<file path="src/rtl/reset_sequencer.sv">
// Reset sequencer: filters a PLL lock signal, then releases a set of downstream
// reset domains one at a time in ascending order. Supports a 4-phase soft-reset
// handshake that re-asserts the domains in descending order, and flags lock
// loss after release has started.
//
// Ports:
//   pll_clk_i     sole clock, rising edge
//   reset_i       asynchronous active-high reset
//   pll_locked_i  PLL lock, asynchronous to pll_clk_i (synchronized internally)
//   soft_req_i    level soft-reset request
//   soft_ack_o    soft-reset acknowledge
//   stage_rst_o   active-high per-domain resets, bit 0 released first
//   ready_o       high only while every stage is released
//   lock_lost_o   sticky: lock dropped during RELEASE/RUN/ASSERT
module reset_sequencer #(
  parameter int unsigned NUM_STAGES  = 4,  // 1..8
  parameter int unsigned STAGE_DELAY = 16, // 1..255
  parameter int unsigned LOCK_FILTER = 8   // 1..255
) (
  input  logic                  pll_clk_i,
  input  logic                  reset_i,
  input  logic                  pll_locked_i,
  input  logic                  soft_req_i,
  output logic                  soft_ack_o,
  output logic [NUM_STAGES-1:0] stage_rst_o,
  output logic                  ready_o,
  output logic                  lock_lost_o
);

  localparam logic [2:0] StWaitLock = 3'd0;
  localparam logic [2:0] StRelease  = 3'd1;
  localparam logic [2:0] StRun      = 3'd2;
  localparam logic [2:0] StAssert   = 3'd3;
  localparam logic [2:0] StAck      = 3'd4;

  localparam logic [7:0] LockLast  = 8'(LOCK_FILTER - 1);
  localparam logic [7:0] DelayLast = 8'(STAGE_DELAY - 1);
  localparam logic [2:0] LastIdx   = 3'(NUM_STAGES - 1);

  localparam logic [NUM_STAGES-1:0] AllRst = {NUM_STAGES{1'b1}};

  logic                  sync1_q, lock_s_q;
  logic [2:0]            state_q, state_d;
  logic [7:0]            cnt_q, cnt_d;   // lock filter or stage delay, per state
  logic [2:0]            idx_q, idx_d;
  logic [NUM_STAGES-1:0] stage_rst_q, stage_rst_d;
  logic                  ready_q, ready_d;
  logic                  soft_ack_q, soft_ack_d;
  logic                  lock_lost_q, lock_lost_d;

  // Two-flop synchronizer; nothing downstream looks at pll_locked_i directly.
  always_ff @(posedge pll_clk_i or posedge reset_i) begin
    if (reset_i) begin
      sync1_q  <= 1'b0;
      lock_s_q <= 1'b0;
    end else begin
      sync1_q  <= pll_locked_i;
      lock_s_q <= sync1_q;
    end
  end

  always_comb begin
    state_d     = state_q;
    cnt_d       = cnt_q;
    idx_d       = idx_q;
    stage_rst_d = stage_rst_q;
    ready_d     = ready_q;
    soft_ack_d  = soft_ack_q;
    lock_lost_d = lock_lost_q;

    unique case (state_q)
      StWaitLock: begin
        stage_rst_d = AllRst;
        ready_d     = 1'b0;
        if (!lock_s_q) begin
          cnt_d = 8'd0;
        end else if (cnt_q == LockLast) begin
          state_d = StRelease;
          cnt_d   = 8'd0;
          idx_d   = 3'd0;
        end else begin
          cnt_d = cnt_q + 8'd1;
        end
      end

      StRelease: begin
        if (!lock_s_q) begin
          state_d     = StWaitLock;
          cnt_d       = 8'd0;
          stage_rst_d = AllRst;
          ready_d     = 1'b0;
          lock_lost_d = 1'b1;
        end else if (cnt_q == DelayLast) begin
          cnt_d = 8'd0;
          for (int i = 0; i < NUM_STAGES; i++) begin
            if (idx_q == 3'(i)) stage_rst_d[i] = 1'b0;
          end
          if (idx_q == LastIdx) begin
            state_d = StRun;
            ready_d = 1'b1;
          end else begin
            idx_d = idx_q + 3'd1;
          end
        end else begin
          cnt_d = cnt_q + 8'd1;
        end
      end

      StRun: begin
        // Lock loss wins over a simultaneous soft request.
        if (!lock_s_q) begin
          state_d     = StWaitLock;
          cnt_d       = 8'd0;
          stage_rst_d = AllRst;
          ready_d     = 1'b0;
          lock_lost_d = 1'b1;
        end else if (soft_req_i) begin
          state_d = StAssert;
          cnt_d   = 8'd0;
          idx_d   = LastIdx;
          ready_d = 1'b0;
        end
      end

      StAssert: begin
        if (!lock_s_q) begin
          state_d     = StWaitLock;
          cnt_d       = 8'd0;
          stage_rst_d = AllRst;
          ready_d     = 1'b0;
          lock_lost_d = 1'b1;
        end else begin
          for (int i = 0; i < NUM_STAGES; i++) begin
            if (idx_q == 3'(i)) stage_rst_d[i] = 1'b1;
          end
          if (idx_q == 3'd0) begin
            state_d    = StAck;
            soft_ack_d = 1'b1;
          end else begin
            idx_d = idx_q - 3'd1;
          end
        end
      end

      StAck: begin
        // Lock is deliberately ignored here; the WAIT_LOCK filter absorbs it.
        stage_rst_d = AllRst;
        ready_d     = 1'b0;
        if (!soft_req_i) begin
          state_d    = StWaitLock;
          cnt_d      = 8'd0;
          soft_ack_d = 1'b0;
        end
      end

      default: begin
        state_d     = StWaitLock;
        cnt_d       = 8'd0;
        idx_d       = 3'd0;
        stage_rst_d = AllRst;
        ready_d     = 1'b0;
        soft_ack_d  = 1'b0;
      end
    endcase
  end

  always_ff @(posedge pll_clk_i or posedge reset_i) begin
    if (reset_i) begin
      state_q     <= StWaitLock;
      cnt_q       <= 8'd0;
      idx_q       <= 3'd0;
      stage_rst_q <= AllRst;
      ready_q     <= 1'b0;
      soft_ack_q  <= 1'b0;
      lock_lost_q <= 1'b0;
    end else begin
      state_q     <= state_d;
      cnt_q       <= cnt_d;
      idx_q       <= idx_d;
      stage_rst_q <= stage_rst_d;
      ready_q     <= ready_d;
      soft_ack_q  <= soft_ack_d;
      lock_lost_q <= lock_lost_d;
    end
  end

  assign stage_rst_o = stage_rst_q;
  assign ready_o     = ready_q;
  assign soft_ack_o  = soft_ack_q;
  assign lock_lost_o = lock_lost_q;

endmodule

</file>
<file path="config.mk">
export PLATFORM = sky130hd
export DESIGN_NAME = reset_sequencer
export DESIGN_NICKNAME = d
export VERILOG_FILES = /design/src/rtl/reset_sequencer.sv
export SDC_FILE = /design/constraint.sdc
export NUM_CORES = 1
export LEC_CHECK = 0
export ABC_AREA = 1
export BUFFER_PORTS_ARGS = -buffer_cell sky130_fd_sc_hd__clkbuf_2
export CAP_MARGIN = 20
export CORE_MARGIN = 4
export CORE_UTILIZATION = 25
export CTS_BUF_LIST = sky130_fd_sc_hd__clkbuf_2
export DETAILED_ROUTE_END_ITERATION = 16
export REMOVE_ABC_BUFFERS = 1
export SYNTH_ARGS = -nofsm -noshare
export SYNTH_HDL_FRONTEND = slang
export SYNTH_SLANG_ARGS = --single-unit
export TNS_END_PERCENT = 50
</file>
<file path="constraint.sdc">
create_clock -name pll_clk_i -period 3.2 [get_ports pll_clk_i]
set_clock_uncertainty 0.2 [all_clocks]
set_input_delay 0.64 -clock pll_clk_i [delete_from_list [all_inputs] [get_ports pll_clk_i]]
set_output_delay 0.64 -clock pll_clk_i [all_outputs]
set_load 0.01 [all_outputs]
</file>
==> impl_metrics.ini, run 1 <==
[clock_tree]
hold_buffers = 0
cts_sinks = 23
cts_resized = 0
cts_root_buf = clkbuf_2
numCtsBuffers = 3
cts_setup_buffers = 0
tritoncts = done
clk_path_buf_depth = 2
clock_latency_ns = 0.34
htree_levels = 1
clk_pin_slew_ns = 0.22

[critical_path]
critPathLaunchType = register
rr_startpoint = lock_s_q
cp_max_fo = 14
crit_type = register to register
crit_start = lock_s_q
critPathCaptureType = register
crit_required_ns = 3.27
arrival_ns = 1.99

[routing]
routed_via_density = 4.642
first_pass_iters = 4
vias = 1402
wl_per_cell_um = 11.07
drt_iter0_drc = 75
ant_nets = 0
wirelength_um = 3344
drc = 0

[floorplanning]
coreArea_sq_um = 5956
die_w_um = 86.68
start_util = 0.2599
num_rows = 28
dieHeight_um = 86.68
ios = 11
dieArea_sq_um = 7513

[status]
outcome = finished clean

[placed_design]
dp_hpwl_um = 2631
dpl_cell_area_sq_um = 1687
io_buffers = 10
dp.cells = 298
gp_congestion = 0.8936

[min_path]
hold_path.startpoint = pll_locked_i
hp-class = input pin to register

[global_route]
track_usage = 0.09856
grt_max_degree = 24
grt_antenna_before_repair = 0
grt_pass1_vias = 1339
grt_pass1_wl_um = 6037
grt-ovfl-total = 0

[synthesis]
yosys.area.top_type_share = 0.3072
syn_inst = 214
yosysTopAreaCell = dfrtp_1
synth_edf_count = 0
ys_seq_area_frac = 0.3751
postSynthAreaPerCell_sq_um = 7.232
ys_seq_elements = 23
synth_area_sq_um = 1548
yosysWarnings = 0
ys.flop_type = dfrtp_1
synthTopCellsByArea = dfrtp_1, nand2_1, dfstp_2
netlist-cell-type-count = 23
ys_async_sr_fraction = 1.000

[layout]
layout.cells.non_filler = 302
utilization = 0.2866
final_cell_area_sq_um = 1707
diodes = 0
fin_nets = 239
synthToLayoutAreaGrowth_pct = 10.27
drive_above_1_share = 0.2026
fill_cells = 674

[pwr]
ir_drop_mv = 0.1907
combPwrFrac = 0.483
pwr-share-clk = 0.114
power_switching_w = 0.0005115
internal-power_w = 0.0005845
power_leakage_nw = 0.9033
p_sw_frac = 0.4667
p_per_area_nw_per_um2 = 642.2
p_seq_frac = 0.403

[sta]
finalHoldViolCount = 0
rsz0062_at_grt = false
period_share = 0.5987
slew_violations = 0
min_period_ns = 1.916
tightest_slew_ns = 0.8697
fin_setup_tns_ns = 0
finalSetupViolCount = 0
maxSlewHeadroom = 0.4195
max_freq_ghz = 0.5220

[flow_run]
max_cap_viol_count = 0
final cells by class:
type	count	area [sq um]	share of cell area
Clock buffer	4	20.02	0.01173
Multi-Input combinational cell	161	853.3	0.5000
Inverter	29	108.9	0.06378
Sequential cell	23	580.6	0.3402
Timing Repair Buffer	10	50.05	0.02933
Tap cell	75	93.84	0.05499
flip-flops by register name, summed over array words and instances (netlist names):
signal / flops
soft_ack_o: 1
lock_lost_o: 1
lock_s_q: 1
stage_rst_o: 4
idx_q: 3
cnt_q: 8
ready_o: 1
state_q: 3
sync1_q: 1
worst paths after layout:
kind                         endpoint  slack [ns]  depth (start not counted)
setup / recovery             idx_q[0]        1.28                          7
min in group asynchronous  state_q[1]        0.21                          2
setup reg to reg             idx_q[0]        1.28                          7
hold reg to reg              lock_s_q        0.18                          0
max in group asynchronous    cnt_q[6]        2.07                          2
hold / removal                sync1_q        0.17                          1
kinds of logic (layout without fill, tap and decap cells):
group / count (synthesis) / in the layout / synth area share
adder cells (fa/ha/maj): 7 / 7 / 0.05659
AND/OR/NAND/NOR: 133 / 133 / 0.4131
AO/OA/AOI/OAI: 18 / 18 / 0.06467
flip-flops: 23 / 23 / 0.3751
buffers and inverters: 30 / 43 / 0.07357
XOR/XNOR: 3 / 3 / 0.01698
critical path, stage by stage, from the launching register on:
cell and delay (ns):
dfrtp_1 0.69, inv_1 0.24, nor2_1 0.18, nand4_1 0.12
nand2_1 0.18, nand3_2 0.12, nand2_1 0.07, nand2_1 0.05
metal layers:
metal	up-vias	global-route usage	wire length [um]
li1	712	-	-
met1	647	0.1383	1622
met2	37	0.1509	1495
met3	6	0.01711	165
met4	0	0.03683	61
met5	-	0	0
layout by cell type, fill, tap and decap left out:
| master | n |
|---|---|
| inv_2 | 5 |
| a31oi_1 | 1 |
| o21bai_1 | 2 |
| dfrtp_1 | 19 |
| or2_2 | 1 |
| nor2_1 | 17 |
| nor2_2 | 8 |
| nand2_2 | 5 |
| o21ai_0 | 10 |
| o21ai_1 | 3 |
| nor3_1 | 3 |
| dfstp_2 | 4 |
| nor2_4 | 2 |
| xor2_1 | 3 |
| ha_1 | 7 |
| inv_1 | 24 |
| nand3_2 | 6 |
| a21oi_1 | 1 |
| o21ai_2 | 1 |
| nand4_1 | 12 |
| nand2_1 | 64 |
| clkbuf_2 | 14 |
| nand3_1 | 15 |
stage by stage:
stage	power (W)	worst slack [ns]	hold WS (ns)
after floorplan	0.0008410	1.539	0.1312
after global routing	0.001219	1.118	0.1370
after CTS	0.001112	1.284	0.1548
after detailed placement	0.0009831	1.321	0.1409
after global placement	0.0009827	1.320	0.1393
final	0.001096	1.284	0.1738
synth_stat cells (4+ instances only):
cell,number
o21ai_0,10
dfstp_2,4
dfrtp_1,19
nand4_1,12
inv_2,5
nand3_2,6
nand2_2,5
nand2_1,64
ha_1,7
inv_1,24
nor2_1,17
nand3_1,15
nor2_2,8
power by group through the flow:
| stage | logic [W] | clock network, W | registers (W) |
|---|---|---|---|
| 3_5_place_dp | 0.000534 | 0 | 0.000449 |
| 2_1_floorplan | 0.000391 | 0 | 0.000450 |
| 5_1_grt | 0.000619 | 0.000144 | 0.000456 |
| 6_report | 0.000529 | 0.000125 | 0.000442 |
| 3_3_place_gp | 0.000534 | 0 | 0.000449 |
| 4_1_cts | 0.000536 | 0.000134 | 0.000443 |
Power figures use the tool's default switching activity.
==> run 2: changes to the inputs <==
- clock period: 3.2 -> 1.9 ns (I/O delays scaled with it)
==> impl_metrics.ini, run 2 (synthesis results as in run 1) <==
[global_route]
grt_pass1_wl_um = 5851
grt_pass1_vias = 1259
track_usage = 0.09709
grt-ovfl-total = 0
grt_antenna_before_repair = 0
grt_max_degree = 24

[pwr]
pwr-share-clk = 0.112
power_leakage_nw = 0.9432
p_sw_frac = 0.4629
internal-power_w = 0.001033
p_seq_frac = 0.388
power_switching_w = 0.0008899
combPwrFrac = 0.500
ir_drop_mv = 0.2783
p_per_area_nw_per_um2 = 1066

[placed_design]
io_buffers = 10
gp_congestion = 0.8996
dp_hpwl_um = 2548

[routing]
first_pass_iters = 4
routed_via_density = 4.502
vias = 1400
wirelength_um = 3379
drc = 0
ant_nets = 0
wl_per_cell_um = 10.86
drt_iter0_drc = 124

[critical_path]
r2r_slack_ns = 0.13
critPathCaptureType = register
cp_max_fo = 7
crit_type = register to register
critPathLaunchType = register
arrival_ns = 1.87
crit_required_ns = 2.00

[layout]
diodes = 0
regMostFlops = cnt_q
layout_commonest_cell = nand2_1
utilization = 0.3029
layout_common_cells = nand2_1, inv_1, dfrtp_1
synthToLayoutAreaGrowth_pct = 16.57
fin_nets = 248
drive_above_1_share = 0.2585
largest_register_ffs = 8

[clock_tree]
tritoncts = done
cts_root_buf = clkbuf_2
clk_path_buf_depth = 2
clock_latency_ns = 0.35
clk_pin_slew_ns = 0.24
cts_sinks = 23
htree_levels = 1
numCtsBuffers = 3

[floorplanning]
die_w_um = 86.68
coreArea_sq_um = 5956
dieHeight_um = 86.68
start_util = 0.2599
dieArea_sq_um = 7513
num_rows = 28
ios = 11

[sta]
maxSlewHeadroom = 0.7839
finalSetupViolCount = 0
period_share = 0.9303
tightest_slew_ns = 0.3241
finalHoldViolCount = 0
min_period_ns = 1.768
fin_setup_tns_ns = 0
rsz0062_at_grt = false
max_freq_ghz = 0.5657
slew_violations = 0

[status]
outcome = finished clean

[flow_run]
max_cap_viol_count = 0

[min_path]
hp-class = register to register
==> run 2: changes by cell type in the layout (fill, tap and decap cells not counted), sizes merged <==
cell         previous run  this run
buf                     0         7
dlygate4sd3             0         2
==> run 2: repair_timing <==
item | 4_1_cts | 5_1_grt
endpoints found under the hold margin | 20 | 0
setup endpoints to repair | 3 | 9
gates cloned | 0 | 0
setup buffers | 2 | 0
pin swaps | 0 | 0
hold buffers | 2 | 0
gates resized for setup | 0 | 9
==> run 2: final cells by class <==
| class | count | area (sq um) |
|---|---|---|
| Fill cell | 653 | 4151 |
| Multi-Input combinational cell | 161 | 878.3 |
| Sequential cell | 23 | 580.6 |
| Timing Repair Buffer | 19 | 122.6 |
| Inverter | 29 | 108.9 |
| Tap cell | 75 | 93.84 |
| Clock buffer | 4 | 20.02 |
==> run 2: worst max-delay path, stage by stage, from the launching register on <==
cell	delay, ns
dfrtp_1	0.53
nor2_2	0.22
nand2_2	0.10
inv_2	0.12
o21ai_2	0.07
o21ai_1	0.27
nand3_1	0.11
nand2_1	0.08
==> run 2: power groups by stage <==
stage / clock (W) / combinational, W / sequential [W]
2_1_floorplan: 0 / 0.000659 / 0.000758
3_3_place_gp: 0 / 0.000896 / 0.000759
3_5_place_dp: 0 / 0.000911 / 0.000754
4_1_cts: 0.000229 / 0.000948 / 0.000742
5_1_grt: 0.000248 / 0.00110 / 0.000771
6_report: 0.000215 / 0.000962 / 0.000746
==> run 2: final timing paths <==
path,startpoint,endpoint,cells past startpoint
worst min-delay path,sync1_q,lock_s_q,0
worst max register to register,state_q[0],cnt_q[7],7
worst min register to register,sync1_q,lock_s_q,0
max in group asynchronous,reset_i,stage_rst_o[2],4
min in group asynchronous,reset_i,soft_ack_o,4
worst max-delay path,state_q[0],cnt_q[7],7
==> run 2: per-stage QoR <==
step           hold WS, ns  instance area, sq um  total power (W)  std cells  worst slack [ns]
6_report            0.1854                  1804         0.001923        311            0.1324
5_1_grt             0.1969                  1804         0.002118        311          0.003332
4_1_cts             0.1887                  1779         0.001919        311          0.005371
3_5_place_dp        0.1402                  1724         0.001666        303          0.007784
3_3_place_gp        0.1395                  1724         0.001655        303           0.03669
2_1_floorplan       0.1312                  1543         0.001416        213            0.2394
==> run 2: layer usage <==
metal / wire [um] / GRT usage / share of wire
met1: 1663 / 0.1339 / 0.49
met2: 1538 / 0.1537 / 0.46
met3: 135 / 0.01806 / 0.040
met4: 42 / 0.02975 / 0.012
met5: 0 / 0 / 0
==> run 3: changes to the inputs <==
- CORE_UTILIZATION: 25 -> 30
- CTS_BUF_LIST: sky130_fd_sc_hd__clkbuf_2 -> unset
==> impl_metrics.ini, run 3 (synthesis results as in run 1) <==
[floorplanning]
start_util = 0.3192
die_w_um = 79.83
dieHeight_um = 79.83
coreArea_sq_um = 4848
num_rows = 25
ios = 11
dieArea_sq_um = 6372

[global_route]
track_usage = 0.1212
grt-ovfl-total = 0
grt_antenna_before_repair = 0
grt_max_degree = 24
grt_pass1_vias = 1366
grt_pass1_wl_um = 6216

[pwr]
ir_drop_mv = 0.4858
power_leakage_nw = 0.9400
p_per_area_nw_per_um2 = 1124

[placed_design]
dp_hpwl_um = 2581
gp_congestion = 0.8338
io_buffers = 10
preCtsSetupSlack_ns = 0.06640

[min_path]
hold_path.startpoint = pll_locked_i
min_to = sync1_q
hp-class = input pin to register
holdPathStages = 1

[routing]
wirelength_um = 3365
drt_iter0_drc = 83
routed_via_density = 4.477
drc = 0
ant_nets = 0
wl_per_cell_um = 11.22
first_pass_iters = 4
vias = 1343

[critical_path]
cp_slowest_cell = dfrtp_2
slowest_delay_ns = 0.44
crit_family = simple AND/OR/NAND/NOR gates
crit_type = register to register
critPathLaunchType = register
rr_startpoint = idx_q[0]
r2r_slack_ns = 0.09
arrival_ns = 1.78
path_cells = ha_1 -> ha_1 -> nor2_2 -> nand4_1 -> nand2_2 -> nand3_2 -> nand2_1 -> nand2_1
critPathCaptureType = register
reg2reg_to = idx_q[2]
crit_required_ns = 1.87
worst-path-buf-inv = 0
cp_max_fo = 5
rr_worst_depth = 8

[sta]
maxSlewHeadroom = 0.7860
slew_violations = 0
max_freq_ghz = 0.5539
period_share = 0.9501
finalSetupViolCount = 0
min_period_ns = 1.805
finalHoldViolCount = 0
tightest_slew_ns = 0.3188
fin_setup_tns_ns = 0
fin_ws_ns = 0.09474

[layout]
drive_above_1_share = 0.2446
utilization = 0.3721
fin_nets = 245
layout_common_cells = nand2_1, inv_1, dfrtp_1
regMostFlops = cnt_q
largest_register_ffs = 8
diodes = 0
synthToLayoutAreaGrowth_pct = 16.57
layout_commonest_cell = nand2_1

[clock_tree]
clk_path_buf_depth = 2
cts_root_buf = clkbuf_8
htree_levels = 1
clk_pin_slew_ns = 0.09
numCtsBuffers = 3
tritoncts = done
clock_latency_ns = 0.27
cts_sinks = 23

[status]
outcome = finished clean

[flow_run]
max_cap_viol_count = 0
## run 3: power by group
group          internal [W]  total [W]  switching, W
combinational      0.000337   0.000963      0.000627
sequential         0.000635   0.000751      0.000116
clock              0.000147   0.000314      0.000167
## run 3: final cells by class
cell class | count | area [sq um]
clock buffers | 3 | 41.29
clock inverters | 1 | 5.005
fillers | 505 | 3044
inverters | 29 | 108.9
multi-input cells | 161 | 885.9
flip-flops and latches | 23 | 581.8
well taps | 67 | 83.83
repair buffers | 16 | 97.59
## run 3: worst max path at each step
stage / start / end / slack, ns / cells after the start
after global placement: idx_q[0] / idx_q[0] / 0.05 / 8
after global routing: idx_q[0] / idx_q[0] / -0.001 / 8
after CTS: idx_q[0] / idx_q[2] / 0.05 / 8
after detailed placement: idx_q[0] / idx_q[2] / 0.07 / 8
after floorplan: idx_q[0] / idx_q[0] / 0.24 / 8
final: idx_q[0] / idx_q[2] / 0.09 / 8
## run 3: metrics by stage
step | cell area (sq um) | total power, W | hold WS, ns | std cells
2_1_floorplan | 1543 | 0.001416 | 0.1312 | 213
3_3_place_gp | 1714 | 0.001665 | 0.1358 | 295
3_5_place_dp | 1714 | 0.001680 | 0.1490 | 295
4_1_cts | 1770 | 0.002000 | 0.01123 | 300
5_1_grt | 1804 | 0.002249 | 0.005549 | 300
6_report | 1804 | 0.002028 | 0.01463 | 300
## run 3: repair_timing
action	CTS	global route
hold buffers	1	0
endpoints found under the setup margin	0	13
buffers inserted	0	0
resized for setup	0	9
endpoints found under the hold margin	19	0
## run 3: worst register-to-register path, cell delays in order (launching register included)
cell	delay, ns
dfrtp_2	0.44
ha_1	0.21
ha_1	0.24
nor2_2	0.15
nand4_1	0.11
nand2_2	0.12
nand3_2	0.11
nand2_1	0.08
nand2_1	0.05
## run 3: metal layers
layer,part of all wire,global-route usage
met5,0,0
met4,0.0077,0.02027
met3,0.034,0.02709
met2,0.45,0.1953
met1,0.51,0.1682
